===== config.mk =====
export PLATFORM = sky130hd
export DESIGN_NAME = reg_wb_ctrl_flat
export DESIGN_NICKNAME = d
export VERILOG_FILES = /design/src/rtl/reg_wb_ctrl_if.sv /design/src/rtl/reg_wb_ctrl.sv /design/src/flat_wrapper.sv
export SDC_FILE = /design/constraint.sdc
export NUM_CORES = 1
export LEC_CHECK = 0
export BUFFER_PORTS_ARGS = -buffer_cell sky130_fd_sc_hd__buf_2
export CAP_MARGIN = 0
export CORE_ASPECT_RATIO = 1.25
export CORE_MARGIN = 2
export CORE_UTILIZATION = 35
export DETAILED_ROUTE_END_ITERATION = 10
export PLACE_DENSITY = 0.69
export SLEW_MARGIN = 15
export SYNTH_ARGS = -nofsm -noshare
export SYNTH_HDL_FRONTEND = slang
export SYNTH_SLANG_ARGS = --single-unit

===== constraint.sdc =====
create_clock -name clk -period 4.78 [get_ports clk]
set_clock_uncertainty 0.05 [all_clocks]
set_input_delay 0.478 -clock clk [delete_from_list [all_inputs] [get_ports clk]]
set_output_delay 0.478 -clock clk [all_outputs]
set_load 0.01 [all_outputs]

===== src/rtl/reg_wb_ctrl_if.sv =====
// Bus bundle for the register-writeback controller: issue claim, hazard check,
// two writeback requesters, register-file write port and status.
interface reg_wb_ctrl_if;
    logic        iss_valid;
    logic [3:0]  iss_dest;
    logic        iss_ready;

    logic [3:0]  chk_a;
    logic [3:0]  chk_b;
    logic [3:0]  chk_m;
    logic [3:0]  chk_p;
    logic        hazard;

    logic        alu_valid;
    logic [3:0]  alu_addr;
    logic [31:0] alu_data;
    logic        alu_ready;

    logic        mem_valid;
    logic [3:0]  mem_addr;
    logic [31:0] mem_data;
    logic        mem_ready;

    logic        wr_en;
    logic [3:0]  wr_addr;
    logic [31:0] wr_data;

    logic [15:0] busy;
    logic [4:0]  pend_cnt;
    logic        wb_err;

    modport master (
        output iss_valid, iss_dest, chk_a, chk_b, chk_m, chk_p,
        output alu_valid, alu_addr, alu_data, mem_valid, mem_addr, mem_data,
        input  iss_ready, hazard, alu_ready, mem_ready,
        input  wr_en, wr_addr, wr_data, busy, pend_cnt, wb_err
    );

    modport slave (
        input  iss_valid, iss_dest, chk_a, chk_b, chk_m, chk_p,
        input  alu_valid, alu_addr, alu_data, mem_valid, mem_addr, mem_data,
        output iss_ready, hazard, alu_ready, mem_ready,
        output wr_en, wr_addr, wr_data, busy, pend_cnt, wb_err
    );
endinterface


===== src/rtl/reg_wb_ctrl.sv =====
// Scoreboard of pending register writes plus a round-robin arbiter that
// funnels ALU/MEM writebacks into a single registered register-file write port.
module reg_wb_ctrl (
    input  logic          clk,
    input  logic          rst_n,
    reg_wb_ctrl_if.slave  bus
);

    typedef enum logic {
        PRIO_ALU = 1'b0,
        PRIO_MEM = 1'b1
    } prio_e;

    prio_e       prio_q, prio_d;
    logic [15:0] busy_q, busy_d;
    logic [4:0]  cnt_q, cnt_d;
    logic        err_q, err_d;
    logic        wr_en_q, wr_en_d;
    logic [3:0]  wr_addr_q, wr_addr_d;
    logic [31:0] wr_data_q, wr_data_d;

    logic        claim_ok;
    logic        claim_acc;
    logic        alu_gnt;
    logic        mem_gnt;
    logic        wb_acc;
    logic [3:0]  wb_addr;
    logic [31:0] wb_data;

    always_comb begin
        claim_ok  = (bus.iss_dest == 4'd0) || !busy_q[bus.iss_dest];
        claim_acc = bus.iss_valid && claim_ok;
    end

    // A lone requester always wins; the pointer only matters on contention.
    always_comb begin
        alu_gnt = bus.alu_valid && (!bus.mem_valid || (prio_q == PRIO_ALU));
        mem_gnt = bus.mem_valid && (!bus.alu_valid || (prio_q == PRIO_MEM));
        wb_acc  = alu_gnt || mem_gnt;
        wb_addr = alu_gnt ? bus.alu_addr : bus.mem_addr;
        wb_data = alu_gnt ? bus.alu_data : bus.mem_data;
    end

    always_comb begin
        prio_d    = prio_q;
        busy_d    = busy_q;
        cnt_d     = '0;
        err_d     = err_q;
        wr_en_d   = 1'b0;
        wr_addr_d = wr_addr_q;
        wr_data_d = wr_data_q;

        if (alu_gnt) begin
            prio_d = PRIO_MEM;
        end else if (mem_gnt) begin
            prio_d = PRIO_ALU;
        end

        if (wb_acc) begin
            wr_en_d   = (wb_addr != 4'd0);
            wr_addr_d = wb_addr;
            wr_data_d = wb_data;
            if ((wb_addr != 4'd0) && !busy_q[wb_addr]) begin
                err_d = 1'b1;
            end
        end

        // Clear lags the write by a cycle so hazard covers the write cycle itself.
        if (wr_en_q) begin
            busy_d[wr_addr_q] = 1'b0;
        end
        if (claim_acc && (bus.iss_dest != 4'd0)) begin
            busy_d[bus.iss_dest] = 1'b1;
        end
        busy_d[0] = 1'b0;

        for (int unsigned i = 0; i < 16; i++) begin
            cnt_d = cnt_d + {4'b0000, busy_d[i]};
        end
    end

    always_ff @(posedge clk or negedge rst_n) begin
        if (!rst_n) begin
            prio_q    <= PRIO_ALU;
            busy_q    <= '0;
            cnt_q     <= '0;
            err_q     <= 1'b0;
            wr_en_q   <= 1'b0;
            wr_addr_q <= '0;
            wr_data_q <= '0;
        end else begin
            prio_q    <= prio_d;
            busy_q    <= busy_d;
            cnt_q     <= cnt_d;
            err_q     <= err_d;
            wr_en_q   <= wr_en_d;
            wr_addr_q <= wr_addr_d;
            wr_data_q <= wr_data_d;
        end
    end

    always_comb begin
        bus.iss_ready = claim_ok;
        bus.hazard    = busy_q[bus.chk_a] || busy_q[bus.chk_b] ||
                        busy_q[bus.chk_m] || busy_q[bus.chk_p];
        bus.alu_ready = alu_gnt;
        bus.mem_ready = mem_gnt;
        bus.wr_en     = wr_en_q;
        bus.wr_addr   = wr_addr_q;
        bus.wr_data   = wr_data_q;
        bus.busy      = busy_q;
        bus.pend_cnt  = cnt_q;
        bus.wb_err    = err_q;
    end

    a_one_grant: assert property (@(posedge clk) disable iff (!rst_n) !(alu_gnt && mem_gnt));
    a_r0_free:   assert property (@(posedge clk) disable iff (!rst_n) !busy_q[0]);

endmodule


===== src/flat_wrapper.sv =====
// flat-port wrapper written by rule: the top's interface ports become plain ports
module reg_wb_ctrl_flat 
  (clk, rst_n, bus_iss_valid, bus_iss_dest, bus_chk_a, bus_chk_b, bus_chk_m, bus_chk_p, bus_alu_valid, bus_alu_addr, bus_alu_data, bus_mem_valid, bus_mem_addr, bus_mem_data, bus_iss_ready, bus_hazard, bus_alu_ready, bus_mem_ready, bus_wr_en, bus_wr_addr, bus_wr_data, bus_busy, bus_pend_cnt, bus_wb_err);
  reg_wb_ctrl_if bus_i ();
  input  logic clk;
  input  logic rst_n;
  input wire logic [$bits(bus_i.iss_valid)-1:0] bus_iss_valid;
  input wire logic [$bits(bus_i.iss_dest)-1:0] bus_iss_dest;
  input wire logic [$bits(bus_i.chk_a)-1:0] bus_chk_a;
  input wire logic [$bits(bus_i.chk_b)-1:0] bus_chk_b;
  input wire logic [$bits(bus_i.chk_m)-1:0] bus_chk_m;
  input wire logic [$bits(bus_i.chk_p)-1:0] bus_chk_p;
  input wire logic [$bits(bus_i.alu_valid)-1:0] bus_alu_valid;
  input wire logic [$bits(bus_i.alu_addr)-1:0] bus_alu_addr;
  input wire logic [$bits(bus_i.alu_data)-1:0] bus_alu_data;
  input wire logic [$bits(bus_i.mem_valid)-1:0] bus_mem_valid;
  input wire logic [$bits(bus_i.mem_addr)-1:0] bus_mem_addr;
  input wire logic [$bits(bus_i.mem_data)-1:0] bus_mem_data;
  output wire logic [$bits(bus_i.iss_ready)-1:0] bus_iss_ready;
  output wire logic [$bits(bus_i.hazard)-1:0] bus_hazard;
  output wire logic [$bits(bus_i.alu_ready)-1:0] bus_alu_ready;
  output wire logic [$bits(bus_i.mem_ready)-1:0] bus_mem_ready;
  output wire logic [$bits(bus_i.wr_en)-1:0] bus_wr_en;
  output wire logic [$bits(bus_i.wr_addr)-1:0] bus_wr_addr;
  output wire logic [$bits(bus_i.wr_data)-1:0] bus_wr_data;
  output wire logic [$bits(bus_i.busy)-1:0] bus_busy;
  output wire logic [$bits(bus_i.pend_cnt)-1:0] bus_pend_cnt;
  output wire logic [$bits(bus_i.wb_err)-1:0] bus_wb_err;
  assign bus_i.iss_valid = bus_iss_valid;
  assign bus_i.iss_dest = bus_iss_dest;
  assign bus_i.chk_a = bus_chk_a;
  assign bus_i.chk_b = bus_chk_b;
  assign bus_i.chk_m = bus_chk_m;
  assign bus_i.chk_p = bus_chk_p;
  assign bus_i.alu_valid = bus_alu_valid;
  assign bus_i.alu_addr = bus_alu_addr;
  assign bus_i.alu_data = bus_alu_data;
  assign bus_i.mem_valid = bus_mem_valid;
  assign bus_i.mem_addr = bus_mem_addr;
  assign bus_i.mem_data = bus_mem_data;
  assign bus_iss_ready = bus_i.iss_ready;
  assign bus_hazard = bus_i.hazard;
  assign bus_alu_ready = bus_i.alu_ready;
  assign bus_mem_ready = bus_i.mem_ready;
  assign bus_wr_en = bus_i.wr_en;
  assign bus_wr_addr = bus_i.wr_addr;
  assign bus_wr_data = bus_i.wr_data;
  assign bus_busy = bus_i.busy;
  assign bus_pend_cnt = bus_i.pend_cnt;
  assign bus_wb_err = bus_i.wb_err;
  reg_wb_ctrl u_core (.clk(clk), .rst_n(rst_n), .bus(bus_i));
endmodule

==> qor.txt <==
CLOCK NETWORK
------------------------------------------------------------------------------------
CTS tree                                                                        done
Buffer levels on the longest clock path                                            2
Clock transition at path regs                                                0.05 ns
Sink count of the clock tree                                                      59
Clock network latency to the later pin of the worst-skew pair                0.32 ns
Clock root cell                                                         sky130_fd_sc_hd__clkbuf_16
Total CTS buffers                                                                  9
Number of H-tree branching levels                                                  3

PLACED DESIGN
------------------------------------------------------------------------------------
Setup Slack @ Placement                                                   -0.2281 ns
Number of placed instances with taps included                                    682
Placer's final routability congestion estimate                                0.9466
Port bufs                                                                        158
HPWL after detailed placement                                               8.794 mm

WORST SETUP PATH
------------------------------------------------------------------------------------
Worst r2r src                                                           u_core.bus.busy[1]$_DFF_PN0_
Critical Path End Type                                                          flop
Worst-path cell chain                                                   mux2_4, nand2_2, o21ai_2, or4b_4, o21ai_4, ha_4, fa_1, fa_1, inv_2, fa_1, inv_1, fa_1, ha_2, fa_2, a21oi_2, nor2b_1
WS Path Type                                                            flop to flop
Critical path launch point type                                                 flop
Slowest cell on the critical path                                       sky130_fd_sc_hd__or4b_4
Critical path data arrival time                                              4.81 ns
Bufs and invs on worst path                                                        2
R2R setup slack                                                              0.12 ns
Critical Path Source                                                    u_core.bus.busy[1]$_DFF_PN0_
Slowest Stage Delay on Critical Path                                         0.56 ns
Reg2Reg Capture Point                                                   u_core.bus.pend_cnt[4]$_DFF_PN0_
Cell type group with the largest total delay on the critical path        adder cells
Req. time, crit path                                                         4.93 ns
Cell with the most instances on the worst path                          sky130_fd_sc_hd__fa_1
Depth of the worst register-to-register path                                      16
Maximum fanout along the worst path                                                3

FINISH
------------------------------------------------------------------------------------
Final core utilization                                                        48.44%
Number of inserted diodes                                                          0
Area grow syn2layout                                                          35.64%
Final layout net count                                                           671
Most common cell after layout, fill and taps aside                      sky130_fd_sc_hd__buf_2
Share of layout cells above drive strength 1                                  48.94%
Fin cells                                                                        699
Commonest non-fill, non-tap cells in the layout                         sky130_fd_sc_hd__buf_2 (158), sky130_fd_sc_hd__nor2_1 (71), sky130_fd_sc_hd__dfrtp_1 (59)

POWER
------------------------------------------------------------------------------------
Power per cell area                                                     689.1 mW/mm^2
Worst vdd rail ir drop                                                     0.6237 mV
Static power due to leakage                                                 2.496 nW

TIMING
------------------------------------------------------------------------------------
Unrepaired setup endpoints after global routing                                  yes
Setup slack after layout                                                   0.1235 ns
Number of failing hold endpoints at the final stage                                0
Final slew viol count                                                              0
Max Freq                                                                   214.8 MHz
Final sum of negative setup slack                                               0 ns
Minimum clock period after layout                                           4.656 ns
Transition time of the tightest slew-check pin                             0.7482 ns
Setup violation total in the final timing report                                   0
Hold Slack                                                                 0.2646 ns
Fin crit share                                                                97.42%
Worst-case headroom to the max-slew limit                                     50.12%

SYNTHESIS
------------------------------------------------------------------------------------
Cell count after synthesis                                                       384
Predominant post-synthesis flop cell                                    sky130_fd_sc_hd__dfrtp_1
Share of flip-flops with an asynchronous set or reset after synthesis         100.0%
Synth Register Bits                                                               59
Yosys cell types                                                                  43
Post-synthesis compound-gate area fraction                                    14.87%
Post-synthesis adder-cell area fraction                                       6.480%
Share of cell area taken by muxes after synthesis                             24.56%
Number of warnings printed during yosys synthesis                                  0
Seq/Total Area, Yosys                                                         37.48%
Cell Area, Synth                                                        0.003939 sq mm
Per-instance average area after synthesis                                10.26 sq um
XOR/XNOR share of the synthesized area                                       0.4447%
EDFF count, synth                                                                  0
Largest family of logic cells by synthesized area                       multiplexers
Net count of the mapped netlist                                                  496
Area fraction in and, or, nand and nor cells after synthesis                  11.69%

GLOBAL ROUTE
------------------------------------------------------------------------------------
Gr usage total                                                                19.17%
Antenna violations before repair                                                   0
Busiest metal layer after global routing                                        met2
First-pass GRT wire length                                                  18.54 mm
Global routing usage on met2                                                  34.04%
Via count of the first global-routing pass                                     3,819
Met1 Track Usage GR                                                           22.45%
Remaining global-route overflow                                                    0
Global routing usage on met3                                                  3.018%
Maximum number of pins on one net before global-route repair                      60

DETAILED ROUTING
------------------------------------------------------------------------------------
Number of DRC violations after detailed-routing iteration 0                      119
Number of design rule violations left after detail routing                         0
Wirelength per Cell                                                         16.62 um
Vias after detailed routing                                                    3,778
Via count normalized by instance count                                         5.405
Total Routed Length                                                         11.62 mm
Drt pass-1 iters                                                                   4
Number of nets with antenna violations after routing                               0

FLOORPLAN
------------------------------------------------------------------------------------
Std cell rows                                                                     43
X dimension of the die                                                      98.89 um
Effective utilization at floorplan                                            35.71%
Die Outline Area                                                        0.01212 sq mm
Placeable core region                                                   0.01103 sq mm
Chip height                                                                 122.6 um
Top Ports                                                                        160

OUTCOME
------------------------------------------------------------------------------------
Status                                                                     completed

WORST HOLD PATH
------------------------------------------------------------------------------------
Type of the worst min-delay path                                        primary input to asynchronous set/reset pin

FLOW RUN
------------------------------------------------------------------------------------
Maximum capacitance violations                                                     0

==> flip-flops by register name, indices dropped and copies added (netlist names) <==
signal               flops
u_core.bus.busy         15
u_core.bus.pend_cnt      5
u_core.bus.wb_err        1
u_core.bus.wr_addr       4
u_core.bus.wr_data      32
u_core.bus.wr_en         1
u_core.prio_q            1
==> per-layer routing <==
layer	vias up	part of all wire (%)
li1	1748	-
met1	1831	39
met2	170	52
met3	29	6.0
met4	0	2.9
met5	-	0
==> through the flow <==
stage | power, mW | cell area [sq um]
6_report | 3.682 | 5343
5_1_grt | 4.038 | 5343
4_1_cts | 3.695 | 5299
3_5_place_dp | 3.032 | 5004
3_3_place_gp | 2.945 | 5004
2_1_floorplan | 2.232 | 3985
==> worst reg2reg max path, cell delays in order, from the launching register on <==
cell	delay [ns]
sky130_fd_sc_hd__dfrtp_1	0.37
sky130_fd_sc_hd__mux2_4	0.27
sky130_fd_sc_hd__nand2_2	0.07
sky130_fd_sc_hd__o21ai_2	0.05
sky130_fd_sc_hd__or4b_4	0.56
sky130_fd_sc_hd__o21ai_4	0.20
sky130_fd_sc_hd__ha_4	0.22
sky130_fd_sc_hd__fa_1	0.47
sky130_fd_sc_hd__fa_1	0.52
sky130_fd_sc_hd__inv_2	0.04
sky130_fd_sc_hd__fa_1	0.48
sky130_fd_sc_hd__inv_1	0.05
sky130_fd_sc_hd__fa_1	0.44
sky130_fd_sc_hd__ha_2	0.21
sky130_fd_sc_hd__fa_2	0.36
sky130_fd_sc_hd__a21oi_2	0.12
sky130_fd_sc_hd__nor2b_1	0.06
==> cells in the mapped netlist, types with 2 or more instances <==
| master | instances | area (sq um) |
|---|---|---|
| sky130_fd_sc_hd__nor2_1 | 71 | 266.5 |
| sky130_fd_sc_hd__dfrtp_1 | 59 | 1476 |
| sky130_fd_sc_hd__mux2_2 | 38 | 427.9 |
| sky130_fd_sc_hd__o21ai_0 | 35 | 175.2 |
| sky130_fd_sc_hd__o22ai_1 | 32 | 200.2 |
| sky130_fd_sc_hd__mux4_2 | 16 | 360.4 |
| sky130_fd_sc_hd__nand2_1 | 16 | 60.06 |
| sky130_fd_sc_hd__clkbuf_1 | 15 | 56.30 |
| sky130_fd_sc_hd__mux2i_1 | 15 | 150.1 |
| sky130_fd_sc_hd__inv_1 | 12 | 45.04 |
| sky130_fd_sc_hd__a21oi_1 | 10 | 50.05 |
| sky130_fd_sc_hd__fa_1 | 9 | 180.2 |
| sky130_fd_sc_hd__ha_1 | 6 | 75.07 |
| sky130_fd_sc_hd__nand2b_1 | 6 | 37.54 |
| sky130_fd_sc_hd__a21boi_0 | 5 | 37.54 |
| sky130_fd_sc_hd__a221oi_1 | 4 | 35.03 |
| sky130_fd_sc_hd__or2_2 | 3 | 18.77 |
| sky130_fd_sc_hd__a211oi_1 | 2 | 15.01 |
| sky130_fd_sc_hd__buf_1 | 2 | 7.510 |
| sky130_fd_sc_hd__buf_4 | 2 | 15.01 |
| sky130_fd_sc_hd__buf_6 | 2 | 22.52 |
| sky130_fd_sc_hd__nand3b_1 | 2 | 15.01 |
| sky130_fd_sc_hd__or3b_2 | 2 | 17.52 |
==> how the worst max path moves through the flow <==
stage | end | slack [ns] | cells past startpoint
2_1_floorplan | u_core.bus.pend_cnt[4]$_DFF_PN0_ | -0.07 | 17
3_3_place_gp | u_core.bus.pend_cnt[4]$_DFF_PN0_ | -0.19 | 17
3_5_place_dp | u_core.bus.pend_cnt[4]$_DFF_PN0_ | -0.23 | 17
4_1_cts | u_core.bus.pend_cnt[4]$_DFF_PN0_ | 0.0001 | 16
5_1_grt | u_core.bus.pend_cnt[3]$_DFF_PN0_ | -0.008 | 16
6_report | u_core.bus.pend_cnt[4]$_DFF_PN0_ | 0.12 | 16
==> power breakdown <==
group	switching, mW	internal [mW]
clock network	0.215	0.414
registers	0.0738	0.662
logic	1.19	1.13
total	1.48	2.21
==> layout make-up <==
class                   instances  area, sq um
clock buffers                  11        242.7
multi-input cells             290         2350
flip-flops and latches         59         1476
fillers                      1020         5687
inverters                      13        51.30
repair buffers                186         1001
clock inverters                 5        52.55
well taps                     135        168.9
==> logic make-up (layout without fill, tap and decap cells) <==
family                   after synthesis  after routing
AND/OR/NAND/NOR                      106            106
AO/OA/AOI/OAI                         95             95
multiplexers                          71             71
flip-flops                            59             59
buffers and inverters                 35            215
adder cells (fa/ha/maj)               15             15
XOR/XNOR                               2              2
other                                  1              1
==> repair_timing <==
action / in CTS / in global routing
setup endpoints to repair: 1 / 4
gates resized for setup: 0 / 6
buffers inserted: 0 / 1
endpoints found under the hold margin: 0 / 0
hold buffers: 0 / 0
pin swaps: 1 / 5
No activity file was read; power rests on OpenSTA's default activity.
